File: config.mk
export PLATFORM = sky130hd
export DESIGN_NAME = uart_alu_frame_handler
export DESIGN_NICKNAME = d
export VERILOG_FILES = /design/src/rtl/uart_alu_pkg.sv /design/src/rtl/word_to_bytes_ser.sv /design/src/rtl/uart_alu_frame_handler.sv
export SDC_FILE = /design/constraint.sdc
export NUM_CORES = 1
export LEC_CHECK = 0
export BUFFER_PORTS_ARGS = -buffer_cell sky130_fd_sc_hd__buf_2
export CAP_MARGIN = 10
export CORE_AREA = 2 2 125 127
export CTS_BUF_LIST = sky130_fd_sc_hd__clkbuf_4 sky130_fd_sc_hd__clkbuf_8
export CTS_CLUSTER_SIZE = 14
export DETAILED_ROUTE_END_ITERATION = 12
export DIE_AREA = 0 0 127 129
export PLACE_DENSITY = 0.66
export SKIP_LAST_GASP = 1
export SLEW_MARGIN = 10
export SYNTH_ARGS = -nofsm -noshare
export SYNTH_HDL_FRONTEND = slang
export SYNTH_SLANG_ARGS = --single-unit
File: constraint.sdc
create_clock -name clk_i -period 4.2 [get_ports clk_i]
set_input_delay 0.21 -clock clk_i [delete_from_list [all_inputs] [get_ports clk_i]]
set_output_delay 0.21 -clock clk_i [all_outputs]
set_load 0.05 [all_outputs]
File: src/rtl/uart_alu_pkg.sv
// Shared types and constants for the UART ALU command path.
package uart_alu_pkg;

    localparam logic [7:0] OPC_ECHO = 8'hEC;
    localparam logic [7:0] OPC_ADD  = 8'h01;
    localparam logic [7:0] OPC_MUL  = 8'h02;
    localparam logic [7:0] OPC_DIV  = 8'h03;

    localparam int HDR_BYTES = 4;

    typedef enum logic [1:0] {
        ALU_ADD,
        ALU_MUL,
        ALU_DIV
    } alu_op_e;

    typedef enum logic [3:0] {
        HDR_OP,
        HDR_RSV,
        HDR_LEN_L,
        HDR_LEN_H,
        ECHO,
        ALU,
        DRAIN,
        WAIT_RES,
        SEND_RES
    } frame_state_e;

endpackage

File: src/rtl/word_to_bytes_ser.sv
// Loads a 32-bit word and emits it as four AXI-stream bytes, least significant first.
module word_to_bytes_ser (
    input  logic        clk_i,
    input  logic        reset_i,
    input  logic        load_i,
    input  logic [31:0] word_i,
    output logic [7:0]  m_tdata_o,
    output logic        m_tvalid_o,
    input  logic        m_tready_i,
    output logic        m_last_o
);

    logic [31:0] word_p0;
    logic [1:0]  cnt_q;
    logic        busy_q;

    always_ff @(posedge clk_i) begin
        if (reset_i) begin
            busy_q <= 1'b0;
            cnt_q  <= 2'd0;
        end else if (load_i) begin
            busy_q <= 1'b1;
            cnt_q  <= 2'd0;
        end else if (busy_q && m_tready_i) begin
            busy_q <= (cnt_q != 2'd3);
            cnt_q  <= cnt_q + 2'd1;
        end
    end

    always_ff @(posedge clk_i) begin
        if (load_i) begin
            word_p0 <= word_i;
        end else if (busy_q && m_tready_i) begin
            word_p0 <= {8'h00, word_p0[31:8]};
        end
    end

    assign m_tdata_o  = word_p0[7:0];
    assign m_tvalid_o = busy_q;
    assign m_last_o   = (cnt_q == 2'd3);

endmodule

File: src/rtl/uart_alu_frame_handler.sv
// Frame parser between uart_rx/uart_tx and the ALU core: echo, operand assembly,
// LSB-first result return and draining of unknown opcodes.
module uart_alu_frame_handler
    import uart_alu_pkg::*;
#(
    parameter int         LEN_W   = 16,
    parameter logic [7:0] ECHO_OP = OPC_ECHO,
    parameter logic [7:0] ADD_OP  = OPC_ADD,
    parameter logic [7:0] MUL_OP  = OPC_MUL,
    parameter logic [7:0] DIV_OP  = OPC_DIV
) (
    input  logic        clk_i,
    input  logic        reset_i,
    input  logic [7:0]  s_rx_tdata_i,
    input  logic        s_rx_tvalid_i,
    output logic        s_rx_tready_o,
    output logic [7:0]  m_tx_tdata_o,
    output logic        m_tx_tvalid_o,
    input  logic        m_tx_tready_i,
    output logic [31:0] op_data_o,
    output alu_op_e     op_code_o,
    output logic        op_first_o,
    output logic        op_last_o,
    output logic        op_valid_o,
    input  logic        op_ready_i,
    input  logic [31:0] res_data_i,
    input  logic        res_valid_i,
    output logic        res_ready_o
);

    frame_state_e     state_q, state_d;
    logic [7:0]       opcode_p0, len_l_p0;
    logic [LEN_W-1:0] rem_q, len_rem;
    logic [1:0]       idx_q;
    logic [23:0]      shreg_p0;
    logic [31:0]      op_data_p1;
    alu_op_e          op_code_p0;
    logic             op_first_p1, op_last_p1;
    logic             vld_p1, first_q, sent_q;
    logic             rx_fire;
    logic             ser_load, ser_tvalid, ser_tready, ser_last;
    logic [31:0]      ser_word;
    logic [7:0]       ser_tdata;

    function automatic logic is_alu_op(input logic [7:0] opc);
        return (opc == ADD_OP) || (opc == MUL_OP) || (opc == DIV_OP);
    endfunction

    function automatic alu_op_e to_alu_op(input logic [7:0] opc);
        if (opc == MUL_OP) return ALU_MUL;
        if (opc == DIV_OP) return ALU_DIV;
        return ALU_ADD;
    endfunction

    // Payload bytes left after the header; short lengths collapse to an empty payload.
    function automatic logic [LEN_W-1:0] payload_len(input logic [LEN_W-1:0] len);
        if (len < LEN_W'(HDR_BYTES)) return '0;
        return len - LEN_W'(HDR_BYTES);
    endfunction

    assign rx_fire = s_rx_tvalid_i && s_rx_tready_o;
    assign len_rem = payload_len(LEN_W'({s_rx_tdata_i, len_l_p0}));

    always_ff @(posedge clk_i) begin
        if (reset_i) state_q <= HDR_OP;
        else         state_q <= state_d;
    end

    always_comb begin
        state_d       = state_q;
        s_rx_tready_o = 1'b0;
        m_tx_tvalid_o = 1'b0;
        m_tx_tdata_o  = ser_tdata;
        res_ready_o   = 1'b0;
        ser_load      = 1'b0;
        ser_word      = 32'h0;
        ser_tready    = 1'b0;
        case (state_q)
            HDR_OP: begin
                s_rx_tready_o = 1'b1;
                if (rx_fire) state_d = HDR_RSV;
            end
            HDR_RSV: begin
                s_rx_tready_o = 1'b1;
                if (rx_fire) state_d = HDR_LEN_L;
            end
            HDR_LEN_L: begin
                s_rx_tready_o = 1'b1;
                if (rx_fire) state_d = HDR_LEN_H;
            end
            HDR_LEN_H: begin
                s_rx_tready_o = 1'b1;
                if (rx_fire) begin
                    if (opcode_p0 == ECHO_OP) begin
                        state_d = (len_rem == '0) ? HDR_OP : ECHO;
                    end else if (is_alu_op(opcode_p0)) begin
                        if (len_rem == '0) begin
                            state_d  = SEND_RES;
                            ser_load = 1'b1;
                        end else begin
                            state_d = ALU;
                        end
                    end else begin
                        state_d = (len_rem == '0) ? HDR_OP : DRAIN;
                    end
                end
            end
            ECHO: begin
                s_rx_tready_o = m_tx_tready_i;
                m_tx_tvalid_o = s_rx_tvalid_i;
                m_tx_tdata_o  = s_rx_tdata_i;
                if (rx_fire && rem_q == LEN_W'(1)) state_d = HDR_OP;
            end
            DRAIN: begin
                s_rx_tready_o = 1'b1;
                if (rx_fire && rem_q == LEN_W'(1)) state_d = HDR_OP;
            end
            ALU: begin
                s_rx_tready_o = !vld_p1;
                if (vld_p1) begin
                    if (op_ready_i && rem_q == '0) state_d = WAIT_RES;
                end else if (rx_fire && rem_q == LEN_W'(1) && idx_q != 2'd3) begin
                    // Last byte is a discarded trailer; an operand-less frame answers zero.
                    if (sent_q) begin
                        state_d = WAIT_RES;
                    end else begin
                        state_d  = SEND_RES;
                        ser_load = 1'b1;
                    end
                end
            end
            WAIT_RES: begin
                res_ready_o = 1'b1;
                if (res_valid_i) begin
                    state_d  = SEND_RES;
                    ser_load = 1'b1;
                    ser_word = res_data_i;
                end
            end
            SEND_RES: begin
                m_tx_tvalid_o = ser_tvalid;
                ser_tready    = m_tx_tready_i;
                if (ser_tvalid && m_tx_tready_i && ser_last) state_d = HDR_OP;
            end
            default: state_d = HDR_OP;
        endcase
        if (reset_i) begin
            s_rx_tready_o = 1'b0;
            res_ready_o   = 1'b0;
        end
    end

    always_ff @(posedge clk_i) begin
        if (reset_i) begin
            rem_q   <= '0;
            idx_q   <= 2'd0;
            vld_p1  <= 1'b0;
            first_q <= 1'b0;
            sent_q  <= 1'b0;
        end else begin
            case (state_q)
                HDR_LEN_H: begin
                    if (rx_fire) begin
                        rem_q   <= len_rem;
                        idx_q   <= 2'd0;
                        first_q <= 1'b1;
                        sent_q  <= 1'b0;
                    end
                end
                ECHO, DRAIN: begin
                    if (rx_fire) rem_q <= rem_q - LEN_W'(1);
                end
                ALU: begin
                    if (vld_p1) begin
                        if (op_ready_i) vld_p1 <= 1'b0;
                    end else if (rx_fire) begin
                        rem_q <= rem_q - LEN_W'(1);
                        idx_q <= idx_q + 2'd1;
                        if (idx_q == 2'd3) begin
                            vld_p1  <= 1'b1;
                            first_q <= 1'b0;
                            sent_q  <= 1'b1;
                        end
                    end
                end
                default: ;
            endcase
        end
    end

    // Stage p0: header capture and byte shift-in; stage p1: registered operand.
    always_ff @(posedge clk_i) begin
        if (rx_fire) begin
            case (state_q)
                HDR_OP:    opcode_p0 <= s_rx_tdata_i;
                HDR_LEN_L: len_l_p0  <= s_rx_tdata_i;
                HDR_LEN_H: op_code_p0 <= to_alu_op(opcode_p0);
                ALU: begin
                    shreg_p0 <= {s_rx_tdata_i, shreg_p0[23:8]};
                    if (idx_q == 2'd3) begin
                        op_data_p1  <= {s_rx_tdata_i, shreg_p0};
                        op_first_p1 <= first_q;
                        op_last_p1  <= (rem_q - LEN_W'(1)) < LEN_W'(HDR_BYTES);
                    end
                end
                default: ;
            endcase
        end
    end

    assign op_data_o  = op_data_p1;
    assign op_code_o  = op_code_p0;
    assign op_first_o = op_first_p1;
    assign op_last_o  = op_last_p1;
    assign op_valid_o = vld_p1;

    word_to_bytes_ser u_ser (
        .clk_i      (clk_i),
        .reset_i    (reset_i),
        .load_i     (ser_load),
        .word_i     (ser_word),
        .m_tdata_o  (ser_tdata),
        .m_tvalid_o (ser_tvalid),
        .m_tready_i (ser_tready),
        .m_last_o   (ser_last)
    );

endmodule
-- Yosys cells after proc, flatten, opt, wreduce, memory -nomap -nowiden
Cells that the tools add are included.
- bits in registers: 136
- input port bits: 46
- output and inout port bits: 48
- logic and storage cells: 154
- add/sub/neg operators: 4
- order comparisons: 2
- eq/ne operators: 29
- muxes and demuxes: 75
- reductions and logical operators: 28
- operators by type and width (cell ; number):
    32-bit two-way mux ; 4
    16-bit two-way mux ; 5
    4-bit two-way mux ; 14
    16-bit case mux with 3 select lines ; 1
    1-bit two-way mux ; 34
    16-bit logical NOT ; 2
    16-bit by 3-bit < comparator with 1-bit output (second input constant) ; 2
    4-bit case mux with 8 select lines ; 1
    2-bit != test (second input constant) ; 11
    16-bit by 1-bit equality test with 1-bit output (second input constant) ; 1
    4-bit by 3-bit equality test with 1-bit output (second input constant) ; 4
    8-bit by 2-bit equality test with 1-bit output (second input constant) ; 2
    16-bit by 1-bit subtractor with 16-bit output (second input constant) ; 1
    16-bit by 3-bit subtractor with 16-bit output (second input constant) ; 1
    2-bit two-way mux ; 7
    9-bit AND reduction ; 1
    4-bit by 2-bit equality test with 1-bit output (second input constant) ; 2
    8-bit by 1-bit equality test with 1-bit output (second input constant) ; 1
    8-bit equality test (second input constant) ; 1
    8-bit two-way mux ; 1
    2-bit AND reduction ; 4
    1-bit logical AND ; 7
    3-bit two-way mux ; 2
    3-bit != test (second input constant) ; 2
    18 further kinds ; 27

-- Longest topological paths before layout
Gate-level depths: netlist of the first run.
- depth in word-level cells: 11
- mapped depth: 11
- gate-level depth less buffers: 8

-- Hierarchy
Synthesis of the first run repeated with hierarchy kept, for this count alone.
- cell total of the unflattened synthesis: 519
- area, all modules: 6418.7 µm²
- modules (own cells, without submodules) (module ; times used ; cells an instance ; area each (µm²) ; sequential area each (µm²)):
    uart_alu_frame_handler ; 1 ; 429 ; 4800.9 ; 2782.7
    word_to_bytes_ser ; 1 ; 90 ; 1617.8 ; 1021.0

-- Least setup slack after synthesis of the first run
No wires, ideal clock.
- kind: register -> register
- from: reg vld_p1, in the netlist op_valid_o
- to: reg op_data_p1[0], in the netlist op_data_o[0], enable pin
- library setup time: 0.389 ns
- arrival: 3.069 ns
- required time: 3.811 ns
- setup slack: 0.741 ns
- cell stages (with the launch flop): 6
- path buffers: 0
- period minus slack after synthesis: 3.459 ns
- cells stage by stage: dfxtp_1 -> o211ai_1 -> nand4_1 -> nor2_1 -> nand2_1 -> inv_1
- word-level cells in the longest chain between the ends: 5
- ends and longest elaborated chain (item ; line ; source):
    from (decl) ; uart_alu_frame_handler.sv:39 ; logic vld_p1, first_q, sent_q;
    from (signal assigned) ; uart_alu_frame_handler.sv:157 ; vld_p1 <= 1'b0;
    from (signal assigned) ; uart_alu_frame_handler.sv:175 ; if (op_ready_i) vld_p1 <= 1'b0;
    from (signal assigned) ; uart_alu_frame_handler.sv:180 ; vld_p1 <= 1'b1;
    1-bit logical NOT ; uart_alu_frame_handler.sv:119 ; s_rx_tready_o = !vld_p1;
    1-bit case mux with 3 select lines ; uart_alu_frame_handler.sv:78 ; case (state_q)
    1-bit two-way mux ; uart_alu_frame_handler.sv:147 ; if (reset_i) begin
    1-bit logical AND ; uart_alu_frame_handler.sv:61 ; assign rx_fire = s_rx_tvalid_i && s_rx_tready_o;
    3-bit AND reduction (no source line) ; -- ;
    to (signal assigned) ; uart_alu_frame_handler.sv:201 ; op_data_p1 <= {s_rx_tdata_i, shreg_p0};
    to (decl) ; uart_alu_frame_handler.sv:36 ; logic [31:0] op_data_p1;
No other way between the ends.
A chain may end at the register's enable or synchronous reset.

-- Worst setup path after layout of the first run
- from: reg state_q[3]
- to: reg u_ser.word_p0[6], enable pin
- word-level cells in the longest chain between the ends: 11
- elaborated cells between the ends (all ways): 22
- classes of those cells: eq/ne: 8; mux: 7; reduce/logical: 7
- ends and longest elaborated chain (item ; line ; source):
    from (decl) ; uart_alu_frame_handler.sv:31 ; frame_state_e state_q, state_d;
    from (signal assigned) ; uart_alu_frame_handler.sv:66 ; else state_q <= state_d;
    4-bit by 2-bit equality test with 1-bit output (tied with other cells) ; uart_alu_frame_handler.sv:78 ;
    5-bit OR reduction (no source line) ; -- ;
    1-bit case mux with 3 select lines ; uart_alu_frame_handler.sv:78 ;
    1-bit two-way mux ; uart_alu_frame_handler.sv:147 ;
    1-bit logical AND ; uart_alu_frame_handler.sv:61 ;
    1-bit logical AND (2 in series) ; uart_alu_frame_handler.sv:122 ; end else if (rx_fire && rem_q == LEN_W'(1) && idx_q != 2'd3) begin
    1-bit two-way mux ; uart_alu_frame_handler.sv:122 ;
    1-bit two-way mux ; uart_alu_frame_handler.sv:120 ; if (vld_p1) begin
    1-bit case mux with 3 select lines ; uart_alu_frame_handler.sv:78 ;
    2-bit nonzero test (no source line) (*) ; -- ;
    to (signal assigned) ; word_to_bytes_ser.sv:32 ; word_p0 <= word_i;
    to (signal assigned) ; word_to_bytes_ser.sv:34 ; word_p0 <= {8'h00, word_p0[31:8]};
    to (decl) ; word_to_bytes_ser.sv:13 ; logic [31:0] word_p0;
Every way passes the cells marked *; elsewhere a longest branch is shown, timed or not.

==> results of run 1 <==
-- how the worst max path moves through the flow --
stage / start / end / slack [ns]
floorplan: op_valid_o / op_data_o[0] / 0.74
global route: len_l_p0[2] / u_ser.word_p0[5] / 0.99
CTS: state_q[3] / u_ser.word_p0[6] / 1.21
global placement: reset_i / u_ser.word_p0[2] / 1.24
finish: state_q[3] / u_ser.word_p0[6] / 1.22
detailed placement: reset_i / u_ser.word_p0[3] / 1.11
-- logic make-up after synthesis --
group	count (synthesis)
AOI/OAI and AO/OA	128
xor gates and xnor gates	15
adders and majority gates	5
buffers and inverters	45
DFF	136
muxes	9
and+or+nand+nor	173
-- sequential cells by signal (all words and copies together) (netlist names) --
signal and count:
op_data_o 32, u_ser.word_p0 32, shreg_p0 24, rem_q 16, len_l_p0 8, opcode_p0 8, state_q 4, idx_q 2
op_code_o 2, u_ser.cnt_q 2, first_q 1, op_first_o 1, op_last_o 1, op_valid_o 1, sent_q 1, u_ser.m_tvalid_o 1
-- critical path, cell delays in order, from the launching register on --
cell	delay, ns
dfxtp_1	0.43
or3b_1	0.48
nor4_2	0.45
o2111ai_1	0.25
a31oi_1	0.24
a21oi_2	0.08
buf_4	0.23
nand2_1	0.10
buf_4	0.36
-- synthesized netlist by cell type, types with 5 or more instances --
| cell type | count |
|---|---|
| clkbuf_1 | 17 |
| nand2_1 | 30 |
| nor2_1 | 38 |
| o211ai_1 | 5 |
| a22o_1 | 25 |
| xor2_1 | 7 |
| or4_1 | 5 |
| ha_1 | 5 |
| or3_1 | 9 |
| o21ai_0 | 23 |
| buf_2 | 5 |
| nand3_1 | 8 |
| dfxtp_1 | 28 |
| and2_1 | 8 |
| o21ai_1 | 5 |
| nor4_1 | 5 |
| inv_1 | 18 |
| nand2b_1 | 7 |
| a21oi_1 | 26 |
| nand4_1 | 7 |
| edfxtp_1 | 108 |
| xnor2_1 | 8 |
| nor3_1 | 13 |
| a22oi_1 | 5 |
| mux2_2 | 9 |
-- report_power, final --
part / internal (mW) / switching (mW)
Clock: 0.617 / 0.521
Sequential: 1.44 / 0.00788
Combinational: 0.0330 / 0.0551
-- area by class of cell --
cell class,instances,area [µm²]
clock buffers,20,256
clock inverters,12,165
fillers,1338,7710
inverters,18,67.6
multi-input cells,330,2230
flip-flops and latches,136,3800
well taps,188,235
repair buffers,99,510
-- layer usage --
layer | global-route usage | wire length, µm | vias to the layer above | share of wire
li1 | - | - | 2149 | -
met1 | 0.220 | 5980 | 2189 | 0.44
met2 | 0.278 | 6440 | 173 | 0.48
met3 | 0.0549 | 941 | 19 | 0.070
met4 | 0.0524 | 164 | 0 | 0.012
met5 | 0 | 0 | - | 0
-- through the flow --
stage	hold slack [ns]	std cells	utilization	cell area, µm²
floorplan	0.309	511	-	6220
global placement	0.402	771	0.457	6840
detailed placement	0.406	771	0.457	6840
CTS	0.0206	803	0.485	7260
global route	0.0165	803	0.485	7270
finish	0.0387	803	0.485	7270
==> flow_metrics.py, run 1 <==
metrics = {
    "critical_path": {
        "rr_worst_depth": 8,
        "cp-end-kind": "flip-flop",
        "crit_type": "flip-flop to flip-flop",
        "r2r-end": "u_ser.word_p0[6]",
        "cp.arrival_ns": 3.07,
        "cp.required_ns": 4.30,
        "r2r_setup_slack_ns": 1.22,
        "path_max_fanout": 32,
        "worstSetupStartpointType": "flip-flop",
        "r2r-start": "state_q[3]",
    },
    "power": {
        "cellLeakagePower_nw": 2.68,
        "vdd.ir_drop.worst_mv": 0.244,
        "p_total_mw": 2.68,
        "cellPowerDensity_nw_per_um2": 368,
    },
    "logic_synthesis": {
        "synthArstFlopShare": 0,
        "netlist-cell-type-count": 71,
        "synth_area_um2": 6220,
        "synth-simple-area-share": 0.166,
        "synth_largest_area_cell": "edfxtp_1",
        "synth-compound-area-share": 0.142,
        "synth_top_family_by_area": "simple AND/OR/NAND/NOR gates",
        "synth_area_leaders": "edfxtp_1 52%, dfxtp_1 9.0%, a22o_1 3.5%",
        "syn_inst": 511,
        "yosysSeqAreaShare": 0.611,
        "synthXorXnorAreaFrac": 0.0211,
        "ys_warn_count": 0,
        "ys_seq_elements": 136,
        "yosys.area.top_type_share": 0.521,
        "synthMuxAreaShare": 0.0163,
        "synth_edf_count": 108,
        "synthAdderAreaFrac": 0.0101,
        "avgSynthCellArea_um2": 12.2,
        "synthFlopType": "edfxtp_1",
        "synth_nets": 562,
    },
    "clocking": {
        "ctsResizeCount": 0,
        "postCtsSetupBuffers": 0,
        "cts_hold_buf": 0,
        "cts_tree": "done",
        "cts.clk_slew.worst_paths_ns": 0.08,
        "clkSinkCount": 136,
        "htreeDepth": 4,
        "cts_buffer_depth": 2,
        "root_buffer": "clkbuf_8",
        "cts_inserted_buffers": 17,
        "worstSkewPairLatency_ns": 0.44,
    },
    "sta": {
        "worst_slew_pin_slew_ns": 1.07,
        "finClkSkew_ns": 0.0137,
        "timing_max_transition_violations_final": 0,
        "worst_slack_ns": 1.22,
        "setup_viol": 0,
        "post-route-period-util": 0.708,
        "rsz0062_at_grt": "false",
        "clock.fmax_mhz": 336,
        "min_period_ns": 2.98,
        "setup-tns-final_ns": 0,
        "maxSlewHeadroom": 0.287,
        "hold_viol_final": 0,
    },
    "floorplanning": {
        "coreArea_um2": 15000,
        "core.rowCount": 45,
        "die_x_um": 127,
        "ios": 94,
        "die-area_um2": 16400,
        "die_h_um": 129,
        "start_util": 0.415,
    },
    "global_route": {
        "grt_antenna_before_repair": 0,
        "track_usage": 0.171,
        "grt_pass1_wl_um": 21900,
        "grt_pass1_vias": 4373,
        "grt_max_degree": 34,
        "overflow": 0,
    },
    "detailed_routing": {
        "wl_per_cell_um": 16.8,
        "drt_iter0_drc": 310,
        "first_pass_iters": 5,
        "drcViolationCount": 0,
        "drtAntennaViolNets": 0,
        "via_per_inst": 5.64,
        "num_vias": 4530,
        "wirelength_um": 13500,
    },
    "min_path": {
        "holdCritPathClass": "input pin to flip-flop",
        "hold_path_end": "u_ser.word_p0[27]",
        "worstHoldPathCells": 2,
        "hold_path_startpoint": "res_data_i[27]",
    },
    "layout": {
        "final_common_cell": "edfxtp_1",
        "area_growth_pct": 16.8,
        "nets": 653,
        "drive_gt1_frac": 0.262,
        "antenna_cells": 0,
        "layout_common_cells": "108 x edfxtp_1, 93 x buf_2, 36 x nor2_1",
    },
    "placed_design": {
        "io_buffers": 93,
        "place_ws_ns": 1.11,
        "dp_hpwl_um": 9320,
        "globalplace.congestion": 0.866,
    },
    "flow_run": {
        "drv_cap": 0,
    },
    "run_status": {
        "status": "finished clean",
    },
}
Power figures use the tool's default switching activity.
==> run 2: changes to the inputs <==
--- a/config.mk
+++ b/config.mk
@@ -12,7 +12,7 @@
 export CTS_CLUSTER_SIZE = 14
 export DETAILED_ROUTE_END_ITERATION = 12
 export DIE_AREA = 0 0 127 129
-export PLACE_DENSITY = 0.66
+export PLACE_DENSITY = 0.69
 export SKIP_LAST_GASP = 1
 export SLEW_MARGIN = 10
 export SYNTH_ARGS = -nofsm -noshare
==> constraint.sdc (replaced) <==
create_clock -name clk_i -period 2.49 [get_ports clk_i]
set_input_delay 0.1245 -clock clk_i [delete_from_list [all_inputs] [get_ports clk_i]]
set_output_delay 0.1245 -clock clk_i [all_outputs]
set_load 0.05 [all_outputs]
==> flow_metrics.py, run 2 (same netlist as run 1, synthesis figures left out) <==
metrics = {
    "power": {
        "p_sw_mw": 0.962,
        "power_frac_clock": 0.437,
        "p_total_mw": 4.72,
        "vdd.ir_drop.worst_mv": 0.502,
        "seqPwrFrac": 0.517,
        "cellPowerDensity_nw_per_um2": 592,
        "cellLeakagePower_nw": 3.02,
        "combPwrFrac": 0.046,
        "switching_share": 0.204,
        "intPower_mw": 3.76,
    },
    "detailed_routing": {
        "drcViolationCount": 0,
        "wirelength_um": 15200,
        "wl_per_cell_um": 17.4,
        "drt_iter0_drc": 498,
        "first_pass_iters": 7,
        "drtAntennaViolNets": 0,
        "num_vias": 4844,
        "via_per_inst": 5.56,
    },
    "layout": {
        "nets": 722,
        "finish.utilization": 0.532,
        "area_growth_pct": 28.2,
        "final_common_cell": "edfxtp_1",
        "drive_gt1_frac": 0.293,
        "antenna_cells": 0,
        "layout_common_cells": "108 x edfxtp_1, 93 x buf_2, 38 x buf_4",
    },
    "sta": {
        "maxSlewHeadroom": 0.639,
        "hold_viol_final": 0,
        "post-route-period-util": 0.968,
        "finClkSkew_ns": 0.0127,
        "clock.fmax_mhz": 415,
        "setup-tns-final_ns": 0,
        "setup_viol": 0,
        "min_period_ns": 2.41,
        "timing_max_transition_violations_final": 0,
        "worst_slew_pin_slew_ns": 0.540,
    },
    "global_route": {
        "grt_pass1_wl_um": 23500,
        "grt_antenna_before_repair": 0,
        "overflow": 0,
        "grt_max_degree": 34,
        "grt_pass1_vias": 4592,
        "track_usage": 0.185,
    },
    "floorplanning": {
        "core.rowCount": 45,
        "ios": 94,
        "coreArea_um2": 15000,
        "die_x_um": 127,
        "die_h_um": 129,
        "die-area_um2": 16400,
        "start_util": 0.415,
    },
    "critical_path": {
        "crit_type": "flip-flop to flip-flop",
        "r2r-start": "rem_q[5]",
        "worstSetupStartpointType": "flip-flop",
        "r2r_setup_slack_ns": 0.08,
        "r2r-end": "op_last_o",
        "cp.arrival_ns": 2.71,
        "rr_worst_depth": 6,
        "cp-end-kind": "flip-flop",
        "cp.required_ns": 2.79,
        "path_max_fanout": 5,
    },
    "clocking": {
        "cts_inserted_buffers": 17,
        "cts_tree": "done",
        "clkSinkCount": 136,
        "cts_buffer_depth": 2,
        "worstSkewPairLatency_ns": 0.45,
        "htreeDepth": 4,
        "cts.clk_slew.worst_paths_ns": 0.08,
        "root_buffer": "clkbuf_8",
    },
    "run_status": {
        "status": "finished clean",
    },
    "min_path": {
        "holdCritPathClass": "input pin to flip-flop",
        "worstHoldPathCells": 4,
        "hold_path_end": "u_ser.m_tvalid_o",
        "hold_path_startpoint": "m_tx_tready_i",
    },
    "flow_run": {
        "drv_cap": 0,
    },
    "placed_design": {
        "globalplace.congestion": 0.933,
        "io_buffers": 93,
        "dp_hpwl_um": 10600,
    },
}
-- run 2: changes by cell type in the layout (fill, tap and decap cells not counted), moves of 2 or more --
cell           change
dlygate4sd3_1     +33
bufinv_16          +2
buf_12             +4
inv_6              -3
buf_4             +32
-- run 2: worst max path at each step --
stage	start	endpoint	slack, ns	cells after the start
2_1_floorplan	len_l_p0[2]	u_ser.word_p0[0]	0.02	11
3_3_place_gp	len_l_p0[6]	u_ser.word_p0[16]	0.11	7
3_5_place_dp	len_l_p0[7]	u_ser.word_p0[10]	0.06	7
4_1_cts	len_l_p0[7]	u_ser.word_p0[3]	0.03	7
5_1_grt	opcode_p0[5]	u_ser.word_p0[3]	-0.0004	7
6_report	rem_q[5]	op_last_o	0.08	6
-- run 2: area by class of cell --
type / count / area [µm²]
clock buffer: 20 / 256
multi-input combinational: 330 / 2250
sequential: 136 / 3800
tap: 188 / 235
inverter: 18 / 71.3
timing repair buffer: 168 / 1160
fill: 1268 / 7000
clock inverter: 11 / 196
-- run 2: stage by stage --
stage	cell area [µm²]	instances	hold slack (ns)	worst slack (ns)
2_1_floorplan	6240	511	0.223	0.0182
3_3_place_gp	7170	806	0.401	0.105
3_5_place_dp	7170	806	0.406	0.0568
4_1_cts	7950	870	0.0197	0.0324
5_1_grt	7980	871	0.0551	-0.000402
6_report	7980	871	0.0487	0.0808
-- run 2: critical path, stage by stage, from the launching register on --
cell	delay [ns]
dfxtp_1	0.36
or3_1	0.40
or2_0	0.27
or4_4	0.45
xnor2_1	0.14
or4_1	0.51
a21oi_1	0.14
-- run 2: power groups by stage --
stage / sequential (mW) / combinational (mW) / clock [mW]
2_1_floorplan: 2.49 / 0.0753 / 0
3_3_place_gp: 2.49 / 0.170 / 0
3_5_place_dp: 2.49 / 0.174 / 0
4_1_cts: 2.44 / 0.214 / 2.10
5_1_grt: 2.44 / 0.233 / 2.19
6_report: 2.44 / 0.218 / 2.06
-- run 2: metal layers --
layer  track usage  wire length, µm  share of wire  up-vias
li1              -                -              -     2277
met1         0.232             6550           0.43     2357
met2         0.312             7430           0.49      185
met3        0.0441              856          0.056       25
met4        0.0692              327          0.022        0
met5             0                0              0        -
-- run 2: what timing repair did --
| item | CTS | global route |
|---|---|---|
| hold buffers | 33 | 0 |
| resized for setup | 0 | 3 |
| setup buffers | 0 | 1 |
| hold endpoints to repair | 33 | 0 |
| endpoints found under the setup margin | 0 | 59 |
